`src/rtl/ps2_scancode_decoder.sv`:
```
// rtl/ps2_scancode_decoder.sv - PS/2 Set-2 scan code to one-cycle ASCII key event decoder
// Optional caps lock support is compiled in by defining PS2_CAPS_LOCK_EN.
module ps2_scancode_decoder #(
  parameter logic SUPPRESS_REPEAT = 1'b0
) (
  input  logic       clock,
  input  logic       reset,
  input  logic [7:0] scan_code,
  input  logic       scan_ready,
  output logic [7:0] ascii_char,
  output logic       key_pressed,
  output logic       shift_held,
  output logic       caps_on
);

  typedef enum logic [1:0] {IDLE, EXT, BRK, EXT_BRK} state_t;

  state_t     state_q, state_d;
  logic [7:0] ascii_q, ascii_d;
  logic       key_q, key_d;
  logic       lshift_q, lshift_d;
  logic       rshift_q, rshift_d;
  logic       caps_q, caps_d;
  logic       caps_held_q, caps_held_d;
  logic [7:0] last_make_q, last_make_d;

  logic       ignored, do_make, do_ext, do_brk, upper, repeat_blocked;
  logic [7:0] mapped;

  // Letters come back lowercase; anything at or above 'a' is a letter.
  function automatic logic [7:0] map_make(input logic [7:0] code, input logic up);
    logic [7:0] c;
    c = 8'h00;
    case (code)
      8'h1C: c = 8'h61; 8'h32: c = 8'h62; 8'h21: c = 8'h63; 8'h23: c = 8'h64;
      8'h24: c = 8'h65; 8'h2B: c = 8'h66; 8'h34: c = 8'h67; 8'h33: c = 8'h68;
      8'h43: c = 8'h69; 8'h3B: c = 8'h6A; 8'h42: c = 8'h6B; 8'h4B: c = 8'h6C;
      8'h3A: c = 8'h6D; 8'h31: c = 8'h6E; 8'h44: c = 8'h6F; 8'h4D: c = 8'h70;
      8'h15: c = 8'h71; 8'h2D: c = 8'h72; 8'h1B: c = 8'h73; 8'h2C: c = 8'h74;
      8'h3C: c = 8'h75; 8'h2A: c = 8'h76; 8'h1D: c = 8'h77; 8'h22: c = 8'h78;
      8'h35: c = 8'h79; 8'h1A: c = 8'h7A;
      8'h45: c = 8'h30; 8'h16: c = 8'h31; 8'h1E: c = 8'h32; 8'h26: c = 8'h33;
      8'h25: c = 8'h34; 8'h2E: c = 8'h35; 8'h36: c = 8'h36; 8'h3D: c = 8'h37;
      8'h3E: c = 8'h38; 8'h46: c = 8'h39;
      8'h29: c = 8'h20; 8'h49: c = 8'h2E; 8'h4E: c = 8'h2D; 8'h41: c = 8'h2C;
      8'h5A: c = 8'h0A; 8'h66: c = 8'h08;
      default: c = 8'h00;
    endcase
    if (up && c >= 8'h61) c = c - 8'h20;
    return c;
  endfunction

  always_comb begin
    ignored = (scan_code == 8'h00) || (scan_code == 8'hAA) || (scan_code == 8'hEE) ||
              (scan_code == 8'hFA) || (scan_code == 8'hFE) || (scan_code == 8'hFF);
    state_d = state_q;
    do_make = 1'b0;
    do_ext  = 1'b0;
    do_brk  = 1'b0;
    if (scan_ready) begin
      if (ignored) begin
        state_d = IDLE;
      end else begin
        case (state_q)
          IDLE: begin
            if (scan_code == 8'hE0)      state_d = EXT;
            else if (scan_code == 8'hF0) state_d = BRK;
            else                         do_make = 1'b1;
          end
          EXT: begin
            if (scan_code == 8'hF0)      state_d = EXT_BRK;
            else if (scan_code != 8'hE0) begin do_ext = 1'b1; state_d = IDLE; end
          end
          BRK: begin
            if (scan_code == 8'hE0)      state_d = EXT_BRK;
            else if (scan_code != 8'hF0) begin do_brk = 1'b1; state_d = IDLE; end
          end
          default: begin
            if (scan_code != 8'hF0 && scan_code != 8'hE0) begin
              do_brk  = 1'b1;
              state_d = IDLE;
            end
          end
        endcase
      end
    end
  end

  always_comb begin
    ascii_d        = ascii_q;
    key_d          = 1'b0;
    lshift_d       = lshift_q;
    rshift_d       = rshift_q;
    caps_d         = caps_q;
    caps_held_d    = caps_held_q;
    last_make_d    = last_make_q;
    upper          = (lshift_q | rshift_q) ^ caps_q;
    mapped         = do_ext ? ((scan_code == 8'h5A) ? 8'h0A : 8'h00) : map_make(scan_code, upper);
    repeat_blocked = (SUPPRESS_REPEAT != 1'b0) && (scan_code == last_make_q);
    if (do_make) begin
      if (scan_code == 8'h12) lshift_d = 1'b1;
      if (scan_code == 8'h59) rshift_d = 1'b1;
`ifdef PS2_CAPS_LOCK_EN
      // Held caps lock only toggles on the first make, not typematic repeats.
      if (scan_code == 8'h58) begin
        if (!caps_held_q) caps_d = ~caps_q;
        caps_held_d = 1'b1;
      end
`endif
    end
    if ((do_make || do_ext) && mapped != 8'h00 && !repeat_blocked) begin
      ascii_d     = mapped;
      key_d       = 1'b1;
      last_make_d = scan_code;
    end
    if (do_brk) begin
      if (scan_code == 8'h12) lshift_d = 1'b0;
      if (scan_code == 8'h59) rshift_d = 1'b0;
      if (scan_code == 8'h58) caps_held_d = 1'b0;
      if (scan_code == last_make_q) last_make_d = 8'h00;
    end
  end

  always_ff @(posedge clock or posedge reset) begin
    if (reset) begin
      state_q     <= IDLE;
      ascii_q     <= 8'h00;
      key_q       <= 1'b0;
      lshift_q    <= 1'b0;
      rshift_q    <= 1'b0;
      caps_q      <= 1'b0;
      caps_held_q <= 1'b0;
      last_make_q <= 8'h00;
    end else begin
      state_q     <= state_d;
      ascii_q     <= ascii_d;
      key_q       <= key_d;
      lshift_q    <= lshift_d;
      rshift_q    <= rshift_d;
      caps_q      <= caps_d;
      caps_held_q <= caps_held_d;
      last_make_q <= last_make_d;
    end
  end

  assign ascii_char  = ascii_q;
  assign key_pressed = key_q;
  assign shift_held  = lshift_q | rshift_q;
  assign caps_on     = caps_q;

endmodule

```
`config.mk`:
```
export PLATFORM = sky130hd
export DESIGN_NAME = ps2_scancode_decoder
export DESIGN_NICKNAME = d
export VERILOG_FILES = /design/src/rtl/ps2_scancode_decoder.sv
export SDC_FILE = /design/constraint.sdc
export NUM_CORES = 1
export LEC_CHECK = 0
export BUFFER_PORTS_ARGS = -buffer_cell sky130_fd_sc_hd__buf_4
export CAP_MARGIN = 20
export CORE_UTILIZATION = 32
export CTS_CLUSTER_DIAMETER = 60
export DETAILED_ROUTE_END_ITERATION = 7
export SETUP_SLACK_MARGIN = 0.05
export SLEW_MARGIN = 20
export SYNTH_ARGS = -nofsm -noshare
export SYNTH_HDL_FRONTEND = slang
export SYNTH_SLANG_ARGS = --single-unit
export TNS_END_PERCENT = 100
```
`constraint.sdc`:
```
create_clock -name clock -period 2.2 [get_ports clock]
set_clock_uncertainty 0.2 [all_clocks]
set_input_delay 0.22 -clock clock [delete_from_list [all_inputs] [get_ports clock]]
set_output_delay 0.22 -clock clock [all_outputs]
set_load 0.005 [all_outputs]
```
# [Yosys cells after proc, flatten, opt, wreduce, memory -nomap -nowiden]
# Memories as Yosys holds them, arrays and structs flattened.
# Cells that the tools add are included.
[op_classes] n_lt_le_gt_ge=1 n_eq_ne=17 n_bitwise=1 muxes=38 add_sub_neg=1 n_reduce_logical=15
[op_table] op="8-bit equality test, second input constant" n=7
[op_table] op="1-bit two-way mux" n=24
[op_table] op="8-bit two-way mux" n=3
[op_table] op="8-bit by 7-bit equality test with 1-bit output, second input constant" n=2
[op_table] op="2-bit two-way mux" n=8
[op_table] op="8-bit != test, second input constant" n=2
[op_table] op="4-bit != test, second input constant" n=3
[op_table] op="8-bit by 5-bit equality test with 1-bit output, second input constant" n=1
[op_table] op="8-bit by 7-bit >= comparator with 1-bit output, second input constant" n=1
[op_table] op="8-bit logical NOT" n=1
[op_table] op="8-bit nonzero test" n=1
[op_table] op="8-bit by 6-bit subtractor with 8-bit output, second input constant" n=1
[op_table] op="1-bit logical OR" n=6
[op_table] op="2-bit case mux with 3 select lines" n=1
[op_table] op="5-bit AND reduction" n=1
[op_table] op="5-bit nonzero test" n=1
[op_table] op="4-bit two-way mux" n=1
[op_table] op="1-bit logical AND" n=3
[op_table] op="2-bit by 1-bit equality test with 1-bit output, second input constant" n=1
[op_table] op="2-bit equality test, second input constant" n=1
[op_table] op="2-bit logical NOT" n=1
[op_table] op="1-bit case mux with 2 select lines" n=1
[op_table] op="2-bit OR reduction" n=1
[op_table] op="1-bit OR" n=1
[totals] memories=1 reg_bits=13 in_bits=11 word_cells=79 mem_bits_ro=896
[memory_table] name="(no name shown)" words=128 width=7 read_ports=1 rd_clocked_by_memory_dff=0 wr=0 line_no="34" source="case (code)"

# [Longest topological paths before layout]
[depth] ltp_word=12 ltp_mapped=12 ltp_nobuf=11

# [Worst setup path before layout]
# OpenSTA, ideal clock, no wires.
[synth_path] path_kind="in2reg" startpoint="input port scan_code[1]" endpoint="register ascii_q[4] (netlist: ascii_char[4])" t_arrival_ns=2.552 setup_time_ns=0.125 required_time_ns=1.875 path_buffers=2 stages=11 path_slack_ns=-0.676 path_cell_list="clkbuf_1 > inv_1 > ha_1 > or3b_1 > nor4_2 > a2111oi_4 > nand2_2 > or4_1 > buf_2 > and2_0 > mux2_2"
[synth_between] elab_chain_len=11 word_cells_on_any_way=36 cone_classes="add/sub (1); order compare (1); eq/ne (9); mux (14); reduce/logical (10); memory (1)"
[synth_rtl] element="start: declaration" line_no="8" source="input logic [7:0] scan_code,"
[synth_rtl] element="parallel branches: the longest is 11 deep, another holds 8-bit by 7-bit >= comparator with 1-bit output"
[synth_rtl] element="end signal: assignment" line_no="136" source="ascii_q <= ascii_d;"
[synth_rtl] element="end: declaration" line_no="19" source="logic [7:0] ascii_q, ascii_d;"
# Several ways; the timed one is not identified.
# A chain may end at the register's enable or synchronous reset.

# [Worst setup path after layout]
[layout_path] startpoint="input port scan_code[0]" endpoint="register ascii_q[7] (netlist: ascii_char[7])"
# The elaborated chain is that of the path after synthesis.

==> reports/qor.yml <==
global_routing:
  grt_pass1_vias: 2361
  grt_use_total_pct: 23.6
  grt_max_degree: 19
  overflow: 0
  grt_pass1_wl_um: 11000
  antenna_found_initial: 0
synthesis:
  syn_area_per_cell_um2: 7.72
  synth_top_flop_cell: "dfrtp_1"
  async_flop_share_pct: 100
  post_synth_inst_count: 231
  synth_enable_flop_cells: 0
  synth_cell_type_count: 60
  ys_ff_latch: 13
  syn_nets: 254
  syn_area_um2: 1780
  yosysSeqAreaShare_pct: 18.2
  synth_warnings: 0
clock_network:
  clk_path_buf_depth: 2
  cts_root_buf: "clkbuf_8"
  clock-sinks: 13
  cts_tree: "yes"
  insertion_delay_ns: 0.25
  htree_num_levels: 1
  clk_pin_slew_ns: 0.06
  cts_buffers: 3
drt:
  wl_per_cell_um: 16.4
  drt_iter0_drc: 259
  via_per_inst: 5.60
  drtPass1Iterations: 6
  ant_nets: 0
  via_count: 2270
  drc: 0
  routed_wl_um: 6630
worst_setup_path:
  path_max_fanout: 7
  end_kind: "flop"
  path_class: "in2reg"
  critPathRequiredTime_ns: 2.18
  cp.arrival_ns: 2.34
  startpoint_type: "input port"
timing:
  slew_viol_final: 0
  setup_slack_ns: -0.159
  tightest_slew_ns: 0.528
  slew_headroom_pct: 64.8
  min_period_ns: 2.36
  finalSetupViolCount: 9
  final_hold_viol_count: 0
  whs_ns: 0.332
  fmax_ghz: 0.424
  period_share_pct: 107
  rsz0062_at_grt: "true"
  tns_ns: -0.792
place:
  hpwlAfterDp_um: 4980
  placed_cells: 388
  place.gp.congestion: 0.996
  place_ws_ns: -0.499
  port_buffers: 20
floorplan:
  die_h_um: 76.7
  coreArea_um2: 5240
  initial_utilization_pct: 34.1
  die_w_um: 76.7
  rows: 26
  ios: 22
  die-area_um2: 5880
power:
  combinationalPowerShare_pct: 58.9
  peakVddDrop_mv: 0.384
  internal_power_mw: 0.853
  p_clk_share_pct: 16.4
  p_leak_nw: 1.40
  p_seq_share_pct: 24.7
  power_density_nw_per_um2: 437
  switching_share_pct: 37.2
  switchingPower_mw: 0.506
layout:
  stdcell_count: 405
  final_nets: 359
  fin_util_pct: 59.4
  diodes: 0
  drive_above_1_share_pct: 51.0
  area_delta_synth_final_pct: 74.3
job:
  max-cap-violations: 0
worst_hold_path:
  hp-class: "reg2reg"
run_status:
  status: "finished with violations"
  violations: "setup timing"
area by class of cell:
type	count	area, um^2
multi-input combinational	189	1590
fill	453	2130
inverter	10	57.6
clock buffer	4	45.0
sequential	13	325
timing repair buffer	119	1010
tap	70	87.6
cells in the mapped netlist (7+ instances only):
cell type / n / share of area, %
nand2_1: 21 / 4.4
a21oi_1: 14 / 3.9
dfrtp_1: 13 / 18
nand2b_1: 13 / 4.6
o21ai_0: 13 / 3.6
ha_1: 12 / 8.4
inv_1: 10 / 2.1
a31oi_1: 9 / 3.2
buf_2: 9 / 2.5
nor2_1: 9 / 1.9
mux2i_1: 8 / 4.5
nand3_1: 7 / 2.0
nor3_1: 7 / 2.0
through the flow:
stage          total power, mW  cell area, um^2
6_report                  1.36             3110
5_1_grt                   1.45             3110
4_1_cts                   1.33             3020
3_5_place_dp              1.03             2750
3_3_place_gp              1.02             2750
2_1_floorplan            0.702             1940
kinds of logic (layout without fill, tap and decap cells):
family	after synthesis	count (layout)	synth area share, %
flip-flops	13	13	18.2
AO/OA/AOI/OAI	78	78	30.9
buffers and inverters	29	133	7.57
AND/OR/NAND/NOR	86	86	27.4
other	1	1	0.210
multiplexers	11	11	6.38
XOR/XNOR	1	1	0.912
adder cells (fa/ha/maj)	12	12	8.41
routing by layer:
layer / vias up / wire length [um] / track usage, %
met2: 91 / 3140 / 38.9
met4: 0 / 242 / 10.2
met5: - / 0 / 0
li1: 1072 / - / -
met3: 27 / 356 / 5.12
met1: 1080 / 2890 / 29.3
registers in the layout, indices dropped and copies added (netlist names):
name	flops
ascii_char	8
key_pressed	1
lshift_q	1
rshift_q	1
state_q	2
power groups by stage:
stage | registers (mW) | logic (mW) | clock network, mW
6_report | 0.336 | 0.800 | 0.223
2_1_floorplan | 0.339 | 0.363 | 0
3_3_place_gp | 0.336 | 0.680 | 0
3_5_place_dp | 0.339 | 0.686 | 0
5_1_grt | 0.343 | 0.862 | 0.243
4_1_cts | 0.335 | 0.765 | 0.226
layout by cell type, fill, tap and decap left out, types with 3 or more instances in the layout:
cell / n
a211oi_1: 3
a211oi_2: 3
a21oi_1: 11
a31oi_1: 9
buf_12: 7
buf_4: 105
buf_6: 6
clkbuf_8: 3
dfrtp_1: 13
ha_1: 8
ha_4: 3
inv_1: 8
mux2_4: 3
mux2i_1: 7
nand2_1: 20
nand2b_1: 12
nand3_1: 5
nand3b_1: 4
nand4_1: 3
nor2_1: 9
nor2b_1: 3
nor3_1: 5
o211ai_1: 3
o21ai_0: 8
o21ai_1: 5
o31ai_1: 4
worst paths after layout:
check	from	endpoint	slack, ns	depth (start not counted)
worst min-delay path	lshift_q	lshift_q	0.33	2
min in group asynchronous	reset	ascii_char[0]	0.37	3
worst max register to register	state_q[1]	ascii_char[4]	0.17	6
max in group asynchronous	reset	ascii_char[3]	1.08	3
worst max-delay path	scan_code[0]	ascii_char[7]	-0.16	12
worst min register to register	lshift_q	lshift_q	0.33	2
critical path: stages:
cell	delay [ns]
buf_12	0.12
inv_12	0.05
ha_4	0.19
nor3b_4	0.07
nor3_2	0.18
a211oi_2	0.07
o41ai_2	0.38
buf_4	0.19
nor4_4	0.04
buf_4	0.17
or4_1	0.52
mux2i_1	0.13
repair_timing:
action | in CTS | in global routing
endpoints found under the hold margin | 13 | 0
setup buffers | 10 | 3
endpoints found under the setup margin | 12 | 12
pin swaps | 13 | 11
hold buffers | 1 | 0
resized for setup | 34 | 17
Note: power is estimated with default switching activity, not from simulation.
